File: config.mk
export PLATFORM = sky130hd
export DESIGN_NAME = vga_timing_gen
export DESIGN_NICKNAME = d
export VERILOG_FILES = /design/src/rtl/vga_timing_pkg.sv /design/src/rtl/vga_timing_gen_sync_delay.sv /design/src/rtl/vga_timing_gen.sv
export SDC_FILE = /design/constraint.sdc
export NUM_CORES = 1
export LEC_CHECK = 0
export CELL_PAD_IN_SITES_DETAIL_PLACEMENT = 1
export CELL_PAD_IN_SITES_GLOBAL_PLACEMENT = 2
export CORE_MARGIN = 2
export CORE_UTILIZATION = 32
export CTS_CLUSTER_SIZE = 8
export DETAILED_ROUTE_END_ITERATION = 10
export PLACE_DENSITY = 0.84
export SYNTH_ARGS = -nofsm -noshare
export SYNTH_HDL_FRONTEND = slang
export SYNTH_SLANG_ARGS = --single-unit
File: constraint.sdc
create_clock -name vga_clk -period 2.9 [get_ports vga_clk]
set_input_delay 0.725 -clock vga_clk [delete_from_list [all_inputs] [get_ports vga_clk]]
set_output_delay 0.725 -clock vga_clk [all_outputs]
set_load 0.05 [all_outputs]
File: src/rtl/vga_timing_pkg.sv
// Shared 640x480@60 VGA timing defaults, coordinate width and the sync bundle
// carried from the counters to the pins.
package vga_timing_pkg;

    localparam int COORD_W = 10;

    localparam int H_VISIBLE_DEF = 640;
    localparam int H_FRONT_DEF   = 16;
    localparam int H_SYNC_DEF    = 96;
    localparam int H_BACK_DEF    = 48;
    localparam int H_TOTAL_DEF   = H_VISIBLE_DEF + H_FRONT_DEF + H_SYNC_DEF + H_BACK_DEF;

    localparam int V_VISIBLE_DEF = 480;
    localparam int V_FRONT_DEF   = 10;
    localparam int V_SYNC_DEF    = 2;
    localparam int V_BACK_DEF    = 33;
    localparam int V_TOTAL_DEF   = V_VISIBLE_DEF + V_FRONT_DEF + V_SYNC_DEF + V_BACK_DEF;

    typedef struct packed {
        logic hs;
        logic vs;
        logic blank;
        logic line_start;
        logic frame_start;
    } vga_sync_t;

    localparam vga_sync_t VGA_SYNC_RST = '{
        hs:          1'b1,
        vs:          1'b1,
        blank:       1'b0,
        line_start:  1'b0,
        frame_start: 1'b0
    };

endpackage

File: src/rtl/vga_timing_gen_sync_delay.sv
// Fixed-depth register delay line for the sync bundle; every stage resets to
// the idle sync value so no stale pulse survives a reset.
module vga_sync_delay
    import vga_timing_pkg::*;
#(
    parameter int DEPTH = 2
) (
    input  logic      clk_i,
    input  logic      rst_n_i,
    input  vga_sync_t sync_i,
    output vga_sync_t sync_o
);

    vga_sync_t stage_q [DEPTH];

    always_ff @(posedge clk_i) begin
        if (!rst_n_i) begin
            for (int i = 0; i < DEPTH; i++) begin
                stage_q[i] <= VGA_SYNC_RST;
            end
        end else begin
            stage_q[0] <= sync_i;
            for (int i = 1; i < DEPTH; i++) begin
                stage_q[i] <= stage_q[i-1];
            end
        end
    end

    assign sync_o = stage_q[DEPTH-1];

endmodule

File: src/rtl/vga_timing_gen.sv
// Free-running VGA raster counters with registered sync/enable/line/frame strobes.
// Define VGA_SYNC_DELAY_EN to delay the strobes (not DrawX/DrawY) by SYNC_DELAY cycles.
module vga_timing_gen
    import vga_timing_pkg::*;
#(
    parameter int H_VISIBLE  = H_VISIBLE_DEF,
    parameter int H_FRONT    = H_FRONT_DEF,
    parameter int H_SYNC     = H_SYNC_DEF,
    parameter int H_BACK     = H_BACK_DEF,
    parameter int V_VISIBLE  = V_VISIBLE_DEF,
    parameter int V_FRONT    = V_FRONT_DEF,
    parameter int V_SYNC     = V_SYNC_DEF,
    parameter int V_BACK     = V_BACK_DEF,
    parameter int SYNC_DELAY = 2
) (
    input  logic               vga_clk,
    input  logic               reset_n,
    output logic [COORD_W-1:0] DrawX,
    output logic [COORD_W-1:0] DrawY,
    output logic               blank,
    output logic               hs,
    output logic               vs,
    output logic               line_start,
    output logic               frame_start
);

    localparam int H_TOTAL = H_VISIBLE + H_FRONT + H_SYNC + H_BACK;
    localparam int V_TOTAL = V_VISIBLE + V_FRONT + V_SYNC + V_BACK;

    if (H_TOTAL > 1024 || V_TOTAL > 1024) begin : g_bad_total
        $error("vga_timing_gen: H_TOTAL/V_TOTAL exceed 10-bit counter range");
    end
    if (SYNC_DELAY < 1 || SYNC_DELAY > 4) begin : g_bad_delay
        $error("vga_timing_gen: SYNC_DELAY must be 1..4");
    end

    typedef logic [COORD_W-1:0] coord_t;
    // One extra bit so thresholds equal to 1024 still compare correctly.
    typedef logic [COORD_W:0]   coord_ext_t;

    localparam coord_t     H_LAST    = coord_t'(H_TOTAL - 1);
    localparam coord_t     V_LAST    = coord_t'(V_TOTAL - 1);
    localparam coord_t     COORD_ONE = coord_t'(1);
    localparam coord_ext_t H_VIS_END = coord_ext_t'(H_VISIBLE);
    localparam coord_ext_t HS_BEG    = coord_ext_t'(H_VISIBLE + H_FRONT);
    localparam coord_ext_t HS_END    = coord_ext_t'(H_VISIBLE + H_FRONT + H_SYNC);
    localparam coord_ext_t V_VIS_END = coord_ext_t'(V_VISIBLE);
    localparam coord_ext_t VS_BEG    = coord_ext_t'(V_VISIBLE + V_FRONT);
    localparam coord_ext_t VS_END    = coord_ext_t'(V_VISIBLE + V_FRONT + V_SYNC);

    coord_t     hc_q, hc_d, vc_q, vc_d;
    coord_ext_t hx_d, vx_d;
    vga_sync_t  sync_q, sync_d, sync_out;

    // Strobes are decoded from next-state counters so they land with DrawX/DrawY.
    always_comb begin
        hc_d = hc_q + COORD_ONE;
        vc_d = vc_q;
        if (hc_q == H_LAST) begin
            hc_d = '0;
            vc_d = (vc_q == V_LAST) ? '0 : vc_q + COORD_ONE;
        end
        hx_d = {1'b0, hc_d};
        vx_d = {1'b0, vc_d};

        sync_d             = VGA_SYNC_RST;
        sync_d.blank       = (hx_d < H_VIS_END) && (vx_d < V_VIS_END);
        sync_d.hs          = !((hx_d >= HS_BEG) && (hx_d < HS_END));
        sync_d.vs          = !((vx_d >= VS_BEG) && (vx_d < VS_END));
        sync_d.line_start  = (hc_d == '0);
        sync_d.frame_start = (hc_d == '0) && (vc_d == '0);
    end

    always_ff @(posedge vga_clk) begin
        if (!reset_n) begin
            hc_q   <= '0;
            vc_q   <= '0;
            sync_q <= VGA_SYNC_RST;
        end else begin
            hc_q   <= hc_d;
            vc_q   <= vc_d;
            sync_q <= sync_d;
        end
    end

`ifdef VGA_SYNC_DELAY_EN
    vga_sync_delay #(
        .DEPTH (SYNC_DELAY)
    ) u_sync_delay (
        .clk_i   (vga_clk),
        .rst_n_i (reset_n),
        .sync_i  (sync_q),
        .sync_o  (sync_out)
    );
`else
    assign sync_out = sync_q;
`endif

    assign DrawX       = hc_q;
    assign DrawY       = vc_q;
    assign hs          = sync_out.hs;
    assign vs          = sync_out.vs;
    assign blank       = sync_out.blank;
    assign line_start  = sync_out.line_start;
    assign frame_start = sync_out.frame_start;

endmodule

== After elaboration in Yosys (flattened, before gate mapping) ==
Index checks and enable logic that the tools add are counted.
Storage, ports and cells
  RAM bits: 0
  output and inout port bits: 25
  memories: 0
  register bits after elaboration: 25
  word-level logic and storage cells: 28
  bits of input ports: 2
  bits in latches: 0
  bits in read-only memories: 0
Operators by class
  reduce and logical (&&, ||, !) cells: 8
  bitwise logic cells: 0
  muxes and demuxes: 3
  shift-type cells: 0
  add/subtract/negate cells: 2
  divide/modulo/power cells: 0
  order comparisons: 6
  multiply operators: 0
  eq/ne operators: 2
Operators by type and width (count)
  10-bit 2-to-1 mux: 3
  10-bit by 1-bit adder with 10-bit output (second input constant): 2
  10-bit equality test (second input constant): 2
  10-bit logical NOT: 2
  10-bit < comparator (second input constant): 2
  10-bit by 9-bit < comparator with 1-bit output (second input constant): 2
  10-bit greater-or-equal comparator (second input constant): 1
  10-bit by 9-bit greater-or-equal comparator with 1-bit output (second input constant): 1
  1-bit logical AND: 4
  1-bit logical NOT: 2

== Longest topological paths before layout ==
Gate-level depths: netlist (run 1).
  depth in word-level cells: 6
  mapped depth: 8
  gate-level depth less buffers: 8

== Least setup slack after synthesis (run 1) ==
No wires, ideal clock.
  path type: register to register
  from: register hc_q[0] (netlist: DrawX[0])
  to: register sync_q, in the netlist vs
  period minus slack after synthesis: 2.402 ns
  arrival: 2.265 ns
  required time: 2.764 ns
  cell stages (with the launch flop): 9
  setup slack: 0.498 ns
  library setup time: 0.136 ns
  buffers on the path: 1
  cells stage by stage: dfxtp_1 ha_1 and4_1 and3_1 buf_2 nand2_1 xor2_1 nor3_1 nand4_1
On the way
  word-level cells in the longest chain between the ends: 5
  elaborated cells on any way between the ends: 6
  classes of those cells: order compare: 2; eq/ne: 1; mux: 1; reduce/logical: 2
Ends and longest elaborated chain
  start, declared: RTL line vga_timing_gen.sv:51  | coord_t hc_q, hc_d, vc_q, vc_d;
  start signal, assigned: RTL line vga_timing_gen.sv:76  | hc_q <= '0;
  start signal, assigned: RTL line vga_timing_gen.sv:80  | hc_q <= hc_d;
  10-bit equality test (*): RTL line vga_timing_gen.sv:59  | if (hc_q == H_LAST) begin
  10-bit 2-to-1 mux (*): RTL line vga_timing_gen.sv:59
  10-bit by 9-bit greater-or-equal comparator with 1-bit output / 10-bit by 9-bit < comparator with 1-bit output (equally long branches): RTL line vga_timing_gen.sv:69  | sync_d.vs = !((vx_d >= VS_BEG) && (vx_d < VS_END));
  1-bit logical AND (*): RTL line vga_timing_gen.sv:69
  1-bit logical NOT (*): RTL line vga_timing_gen.sv:69
  end signal, assigned: RTL line vga_timing_gen.sv:82  | sync_q <= sync_d;
  end, declared: RTL line vga_timing_gen.sv:53  | vga_sync_t sync_q, sync_d, sync_out;
Every way passes the cells marked *; elsewhere a longest branch is shown, timed or not.
A chain may end at the register's enable or synchronous reset.

== Worst setup path in the final report (run 1) ==
  from: register hc_q[6] (netlist: DrawX[6])
  to: output port DrawX[6]
RTL lines
  end, declared: RTL line vga_timing_gen.sv:18  | output logic [COORD_W-1:0] DrawX,
No word-level cell between the ends.

==> results of run 1 <==
[power breakdown]
group | internal (mW) | switching, mW
Clock | 0.0962 | 0.113
Sequential | 0.347 | 0.00523
Combinational | 0.0135 | 0.0281
[layer usage]
layer  GRT usage (%)  up-vias
met3            2.14        4
li1                -      660
met1            22.1      640
met5               0        -
met2            29.0       18
met4            2.52        0
[Yosys cell counts, types with 2 or more instances]
| cell type | n |
|---|---|
| xor2_1 | 6 |
| dfxtp_1 | 25 |
| buf_2 | 5 |
| inv_1 | 5 |
| or3_4 | 2 |
| nor2_1 | 17 |
| and3_1 | 5 |
| nand2b_1 | 2 |
| a31oi_1 | 2 |
| nor3_1 | 9 |
| nor2b_1 | 4 |
| nand3_1 | 12 |
| o21ai_0 | 6 |
| ha_1 | 3 |
| xnor2_1 | 7 |
| nand4_1 | 2 |
| clkbuf_1 | 4 |
| nand2_1 | 16 |
| a21oi_1 | 8 |
| and4_1 | 3 |
| and2_1 | 5 |
| nor4b_2 | 2 |
[cell families (layout without fill, tap and decap cells)]
family	count (synthesis)	count (layout)	synth area share, %
compound gates	28	28	12.4
xor+xnor	13	13	8.00
buf+inv	15	36	4.92
fa+ha+maj	3	3	2.64
mux	2	2	2.37
simple gates	88	88	34.5
flops	25	25	35.1
[how the worst max path moves through the flow]
| stage | start | endpoint | slack (ns) |
|---|---|---|---|
| floorplan | DrawX[0] | vs | 0.50 |
| global placement | reset_n | blank | 0.40 |
| detailed placement | reset_n | blank | 0.47 |
| CTS | DrawX[6] | DrawX[6] | 0.48 |
| global route | DrawX[0] | vs | 0.30 |
| finish | DrawX[6] | DrawX[6] | 0.48 |
[state kept, by name, indices dropped and copies added (netlist names)]
signal / count
vs: 1
frame_start: 1
blank: 1
hs: 1
line_start: 1
DrawX: 10
DrawY: 10
[through the flow]
step	hold WS [ns]	power [mW]
2_1_floorplan	0.667	0.387
3_3_place_gp	0.455	0.401
3_5_place_dp	0.471	0.402
4_1_cts	0.496	0.609
5_1_grt	0.550	0.629
6_report	0.495	0.603
[final cells by class]
cell class	count	area, sq um
clock buffer	3	41.3
inverter	5	18.8
timing repair buffer	27	268
fill	529	2570
multi-input combinational	134	853
tap	52	65.1
sequential	25	500
clock inverter	1	5.00
==> flow_summary.toml, run 1 <==
[worst_setup_path]
worstRegToRegCells = 7
crit_cells = 1
cp_top_family = "buffers and inverters"
end_kind = "output pin"
critical_path_buf_inv_count = 1
reg2reg_setup_slack_ns = 0.49
r2r-start = "DrawX[0]"
critPathMaxStageDelay_ns = 0.88
path_class = "reg2out"
cp.arrival_ns = 1.70
startpoint_type = "flop"
r2r_end = "vs"
crit_fanout = 10
crit_required_ns = 2.17
crit_chain = "clkdlybuf4s50_1"
cpMaxStageDelayCell = "clkdlybuf4s50_1"

[global_routing]
grt_max_degree = 15
grt_pass1_wl_um = 6820
track_usage_pct = 16.5
grt_overflow = 0
antenna_found_initial = 0
grt_pass1_vias = 1384

[drt]
routed_wl_um = 4050
wire_per_inst_um = 16.4
m1WireLength_um = 1870
wl_met3_um = 99
top_layer = "met4"
drt-initial-drc-count = 73
drc = 0
post_drt_via_cell_ratio = 5.35
wl_met2_um = 2050
drt-pass1-iter-count = 4
dr_total_vias = 1322
postRouteAntennaNets = 0

[die]
start_util_pct = 32.9
die_w_um = 70.7
ios = 27
dieArea_sq_um = 5000
die_height_um = 70.7
row_count = 24
core_region_area_sq_um = 4320

[final_layout]
area_growth_pct = 23.0
final_common_cell = "clkdlybuf4s50_1"
drive_above_1_share_pct = 6.67
post-route-util_pct = 40.5
mostFrequentLayoutCells = "clkdlybuf4s50_1, dfxtp_1, nor2_1, nand2_1, nand3_1"
fin_nets = 201
n_antenna_cell = 0
instances_no_fill = 247
design_area_sq_um = 1750

[synth]
synth_top_area_share_pct = 35.1
ys.flop_type = "dfxtp_1"
ys_ff_latch = 25
ys_warn_count = 0
synth_top_area_cell = "dfxtp_1"
postSynthAreaPerCell_sq_um = 8.18
synth-edff-count = 0
syn-num-nets = 179
synth_cell_types = 46
async_flop_share_pct = 0
synthCells = 174
netlist_area_sq_um = 1420
seq_area_frac_synth_pct = 35.1
synthTopCellsByArea = "dfxtp_1, nor2_1, xnor2_1, nand3_1, nand2_1"

[sta]
min_period_ns = 2.42
tightestPinTransition_ns = 0.679
rsz0062_at_grt = "no"
report.final.slew_viol_count = 0
tns_ns = 0
finalSetupViolCount = 0
maxSlewHeadroom_pct = 54.4
max_clock_freq_mhz = 413
setup_slack_ns = 0.478
hold_viol_final = 0
fin_crit_sh_pct = 83.5
finalClockSkew_ns = 0.00762

[power_and_ir_drop]
powerDensity_nw_per_um2 = 345
vdd_drop_max_mv = 0.179
leakage_nw = 0.619

[place]
gp_congestion = 0.858
place_area_sq_um = 1710
dp_cells = 243
portBuffers = 26
dpl_worst_slack_ns = 0.475
hpwl_um = 3130

[worst_hold_path]
min_from = "DrawX[0]"
hold_end = "DrawX[0]"
holdCritPathClass = "reg2reg"
min_path_cells = 1

[clock_network]
cts_num_sinks = 25
h-tree-depth = 1
cts.reportedPaths.clkPinSlew_ns = 0.09
cts_tree = "done"
ctsResizeCount = 0
cts_root_buf = "clkbuf_8"
post_cts_buffers = 0
cts_buffers = 3
clock_latency_ns = 0.27
ctsLongestPathBuffers = 2
postCtsHoldBufs = 0

[status]
status = "complete, no violations"

[job]
maxCapViolCount = 0
No activity file was read; power rests on OpenSTA's default activity.
==> inputs of run 2 (changes only) <==
--- a/config.mk
+++ b/config.mk
@@ -8,10 +8,10 @@
 export CELL_PAD_IN_SITES_DETAIL_PLACEMENT = 1
 export CELL_PAD_IN_SITES_GLOBAL_PLACEMENT = 2
 export CORE_MARGIN = 2
-export CORE_UTILIZATION = 32
+export CORE_UTILIZATION = 30
 export CTS_CLUSTER_SIZE = 8
 export DETAILED_ROUTE_END_ITERATION = 10
-export PLACE_DENSITY = 0.84
+export PLACE_DENSITY = 0.8
 export SYNTH_ARGS = -nofsm -noshare
 export SYNTH_HDL_FRONTEND = slang
 export SYNTH_SLANG_ARGS = --single-unit
==> constraint.sdc (replaced) <==
create_clock -name vga_clk -period 2.4 [get_ports vga_clk]
set_input_delay 0.6 -clock vga_clk [delete_from_list [all_inputs] [get_ports vga_clk]]
set_output_delay 0.6 -clock vga_clk [all_outputs]
set_load 0.05 [all_outputs]
==> run 2 against run 1 <==
Non-clock buffer count grew 8. Wire length up 0.64%. Cell count increased by 4.0%. First-iteration DRC count is 4.1% lower. Setup slack got worse by 0.38 ns. Flip-flop and latch count is the same. Sequential share of layout area shrank 1.1 points.
==> flow_summary.toml, run 2 (synthesis results as in run 1) <==
[clock_network]
cts_root_buf = "clkbuf_8"
cts_buffers = 3
postCtsHoldBufs = 0
ctsLongestPathBuffers = 2
cts_num_sinks = 25
h-tree-depth = 1
cts_tree = "done"
cts.reportedPaths.clkPinSlew_ns = 0.09
clock_latency_ns = 0.27

[die]
ios = 27
die_w_um = 72.9
die_height_um = 72.9
row_count = 25
core_region_area_sq_um = 4660
start_util_pct = 30.6
dieArea_sq_um = 5310

[global_routing]
track_usage_pct = 17.2
grt_max_degree = 16
grt_overflow = 0
grt_pass1_vias = 1451
grt_pass1_wl_um = 7070
antenna_found_initial = 0

[place]
dp_cells = 253
gp_congestion = 0.831
hpwl_um = 3190
place_area_sq_um = 1770
portBuffers = 26

[sta]
min_period_ns = 2.30
maxSlewHeadroom_pct = 65.6
finalSetupViolCount = 0
holdWs_ns = 0.463
finalClockSkew_ns = 0.00801
report.final.slew_viol_count = 0
hold_viol_final = 0
rsz0062_at_grt = "no"
tns_ns = 0
fin_crit_sh_pct = 95.9
max_clock_freq_mhz = 434
tightestPinTransition_ns = 0.514

[power_and_ir_drop]
vdd_drop_max_mv = 0.205
p_total_uw = 734
combPwrFrac_pct = 7.4
p_clk_share_pct = 34.7
intPower_uw = 557
p_switching_uw = 177
powerDensity_nw_per_um2 = 401
sw_frac_of_total_pct = 24.1
pwr-share-seq_pct = 57.9
leakage_nw = 0.657

[final_layout]
fillers = 554
drive_above_1_share_pct = 11.8
mostFrequentLayoutCells = "clkdlybuf4s50_1, dfxtp_1, nor2_1, nand2_1, nand3_1"
design_area_sq_um = 1830
instances_no_fill = 257
n_antenna_cell = 0
fin_nets = 209
area_growth_pct = 28.5
final_common_cell = "clkdlybuf4s50_1"

[worst_setup_path]
critical_path_buf_inv_count = 1
end_kind = "output pin"
crit_fanout = 11
startpoint_type = "flop"
path_class = "reg2out"
cp_top_family = "buffers and inverters"
critPathMaxStageDelay_ns = 0.88
crit_chain = "clkdlybuf4s50_1"
cpMaxStageDelayCell = "clkdlybuf4s50_1"
crit_required_ns = 1.80
cp.arrival_ns = 1.70

[drt]
wire_per_inst_um = 15.9
drc = 0
drt-initial-drc-count = 70
postRouteAntennaNets = 0
routed_wl_um = 4080
post_drt_via_cell_ratio = 5.39
dr_total_vias = 1385
drt-pass1-iter-count = 4

[job]
maxCapViolCount = 0

[worst_hold_path]
holdCritPathClass = "reg2reg"

[status]
status = "complete, no violations"
[run 2: changes by cell type in the layout (fill, tap and decap cells not counted)]
cell,before,now
and3_2,0,1
clkinv_2,1,0
clkinvlp_4,0,1
dfxtp_1,25,23
nor4b_2,2,1
buf_4,1,9
nor4b_4,0,1
and3_1,5,4
dfxtp_2,0,2
[run 2: final cells by class]
cell class | count | area [sq um] | share of cell area, %
clock buffer | 3 | 41.3 | 2.26
tap | 54 | 67.6 | 3.69
inverter | 5 | 18.8 | 1.03
clock inverter | 1 | 7.51 | 0.410
timing repair buffer | 35 | 328 | 17.9
sequential | 25 | 503 | 27.5
multi-input combinational | 134 | 863 | 47.2
[run 2: repair_timing]
| action | 4_1_cts | 5_1_grt |
|---|---|---|
| gates resized for setup | 1 | 2 |
| setup buffers | 0 | 0 |
| endpoints found under the setup margin | 1 | 2 |
[run 2: through the flow]
stage	setup slack, ns	util [%]
final	0.0979	39.2
after detailed placement	0.0142	38.0
after global placement	0.0171	38.0
after CTS	0.0831	39.0
after global routing	0.00789	39.2
after floorplan	0.0107	-
[run 2: final timing paths]
check | startpoint | end | slack (ns) | depth (start not counted)
setup / recovery | DrawY[3] | DrawY[3] | 0.1 | 1
hold / removal | DrawX[0] | DrawX[0] | 0.46 | 1
setup reg to reg | DrawX[1] | vs | 0.20 | 7
hold reg to reg | DrawX[0] | DrawX[0] | 0.46 | 1
[run 2: routing by layer]
metal,global-route usage (%),share of wire [%],vias to the layer above
met2,28.6,50,31
met1,22.1,45,668
li1,-,-,676
met4,8.23,2.7,0
met3,1.80,2.3,10
met5,0,0,-
[run 2: power by group through the flow]
| stage | Sequential (mW) | Clock [mW] | Combinational, mW |
|---|---|---|---|
| after CTS | 0.425 | 0.270 | 0.0544 |
| final | 0.425 | 0.255 | 0.0542 |
| after global placement | 0.435 | 0 | 0.0550 |
| after floorplan | 0.453 | 0 | 0.0142 |
| after global routing | 0.426 | 0.291 | 0.0591 |
| after detailed placement | 0.435 | 0 | 0.0539 |
==> inputs of run 3 (changes only) <==
--- a/config.mk
+++ b/config.mk
@@ -8,10 +8,10 @@
 export CELL_PAD_IN_SITES_DETAIL_PLACEMENT = 1
 export CELL_PAD_IN_SITES_GLOBAL_PLACEMENT = 2
 export CORE_MARGIN = 2
-export CORE_UTILIZATION = 30
+export CORE_UTILIZATION = 32
 export CTS_CLUSTER_SIZE = 8
 export DETAILED_ROUTE_END_ITERATION = 10
-export PLACE_DENSITY = 0.8
+export PLACE_DENSITY = 0.84
 export SYNTH_ARGS = -nofsm -noshare
 export SYNTH_HDL_FRONTEND = slang
 export SYNTH_SLANG_ARGS = --single-unit
==> constraint.sdc (replaced) <==
create_clock -name vga_clk -period 2.7 [get_ports vga_clk]
set_input_delay 0.675 -clock vga_clk [delete_from_list [all_inputs] [get_ports vga_clk]]
set_output_delay 0.675 -clock vga_clk [all_outputs]
set_load 0.05 [all_outputs]
==> run 3 against run 2 <==
Register-to-register slack better by 0.15 ns. First-iteration DRC count is 19% higher. Non-clock buffer count is 7 lower. Clock-buffer cell count is 1 higher. Critical endpoint unchanged.
==> flow_summary.toml, run 3 (synthesis results as in run 1) <==
[status]
status = "complete, no violations"

[sta]
tightestPinTransition_ns = 0.708
rsz0062_at_grt = "no"
finalSetupViolCount = 0
holdWs_ns = 0.487
max_clock_freq_mhz = 419
tns_ns = 0
report.final.slew_viol_count = 0
maxSlewHeadroom_pct = 52.4
min_period_ns = 2.38
finalClockSkew_ns = 0.00533
fin_crit_sh_pct = 88.3
hold_viol_final = 0

[job]
maxCapViolCount = 0

[clock_network]
ctsResizeCount = 0
cts_num_sinks = 25
cts_tree = "done"
h-tree-depth = 1
cts.reportedPaths.clkPinSlew_ns = 0.09
cts_buffers = 3
cts_root_buf = "clkbuf_8"
clock_latency_ns = 0.26
ctsLongestPathBuffers = 2
post_cts_buffers = 0
postCtsHoldBufs = 0

[final_layout]
final_common_cell = "clkdlybuf4s50_1"
area_growth_pct = 23.5
mostFrequentLayoutCells = "clkdlybuf4s50_1, dfxtp_1, nor2_1, nand2_1, nand3_1"
seq_area_sq_um = 500
fillers = 538
n_antenna_cell = 0
drive_above_1_share_pct = 6.63
multi_input_area_sq_um = 853
fin_nets = 202

[drt]
drt-initial-drc-count = 83
drc = 0
dr_total_vias = 1332
drt-pass1-iter-count = 4
routed_wl_um = 4070
postRouteAntennaNets = 0
wire_per_inst_um = 16.4
post_drt_via_cell_ratio = 5.37

[power_and_ir_drop]
sw_frac_of_total_pct = 23.8
p_total_uw = 648
vdd_drop_max_mv = 0.247
p_switching_uw = 154
intPower_uw = 494
powerDensity_nw_per_um2 = 369
p_clk_share_pct = 34.6
leakage_nw = 0.621
combPwrFrac_pct = 7.0
pwr-share-seq_pct = 58.4

[global_routing]
antenna_found_initial = 0
grt_max_degree = 14
track_usage_pct = 16.8
grt_overflow = 0
grt_pass1_wl_um = 6780
grt_pass1_vias = 1404

[worst_setup_path]
end_kind = "output pin"
cp_top_family = "buffers and inverters"
startpoint_type = "flop"
crit_chain = "clkdlybuf4s50_1"
crit_required_ns = 2.03
critical_path_buf_inv_count = 1
cpMaxStageDelayCell = "clkdlybuf4s50_1"
critPathMaxStageDelay_ns = 0.88
cp.arrival_ns = 1.71
path_class = "reg2out"
reg2reg_setup_slack_ns = 0.35
crit_fanout = 11

[die]
start_util_pct = 32.9
dieArea_sq_um = 5000
ios = 27
die_height_um = 70.7
die_w_um = 70.7
core_region_area_sq_um = 4320
row_count = 24

[worst_hold_path]
holdCritPathClass = "reg2reg"

[place]
gp_congestion = 0.949
portBuffers = 26
hpwl_um = 3190
## run 3: changes by cell type in the layout (fill, tap and decap cells not counted), sizes merged
cell,change
clkbuf,+1
clkinvlp,-1
buf,-7
## run 3: path summary, 6_finish.rpt
check,from,endpoint,cells past startpoint
min,DrawX[0],DrawX[0],1
max reg2reg,DrawX[0],frame_start,7
min reg2reg,DrawX[0],DrawX[0],1
max,DrawY[3],DrawY[3],1
## run 3: metal layers
layer	vias up	routed length, um	GRT usage, %
li1	659	-	-
met3	4	105	1.71
met1	645	1870	20.4
met2	24	2060	31.5
met5	-	0	0
met4	0	36	4.19
## run 3: cell type report
cell class                 count  area share, %
multi-input combinational    134           48.5
inverter                       5           1.07
clock buffer                   4           2.56
sequential                    25           28.5
tap                           52           3.70
timing repair buffer          28           15.7
## run 3: per-stage QoR
step	setup slack [ns]	cells	cell area, sq um	util, %
3_3_place_gp	0.447	244	1710	39.6
2_1_floorplan	0.298	174	1420	-
5_1_grt	0.0988	248	1760	40.7
3_5_place_dp	0.375	244	1710	39.6
6_report	0.316	248	1760	40.7
4_1_cts	0.314	248	1760	40.7
## run 3: power groups by stage
| stage | Sequential, mW | Clock (mW) | Combinational, mW |
|---|---|---|---|
| CTS | 0.379 | 0.230 | 0.0459 |
| detailed placement | 0.388 | 0 | 0.0455 |
| global route | 0.380 | 0.249 | 0.0480 |
| finish | 0.379 | 0.224 | 0.0451 |
| global placement | 0.387 | 0 | 0.0452 |
| floorplan | 0.403 | 0 | 0.0126 |
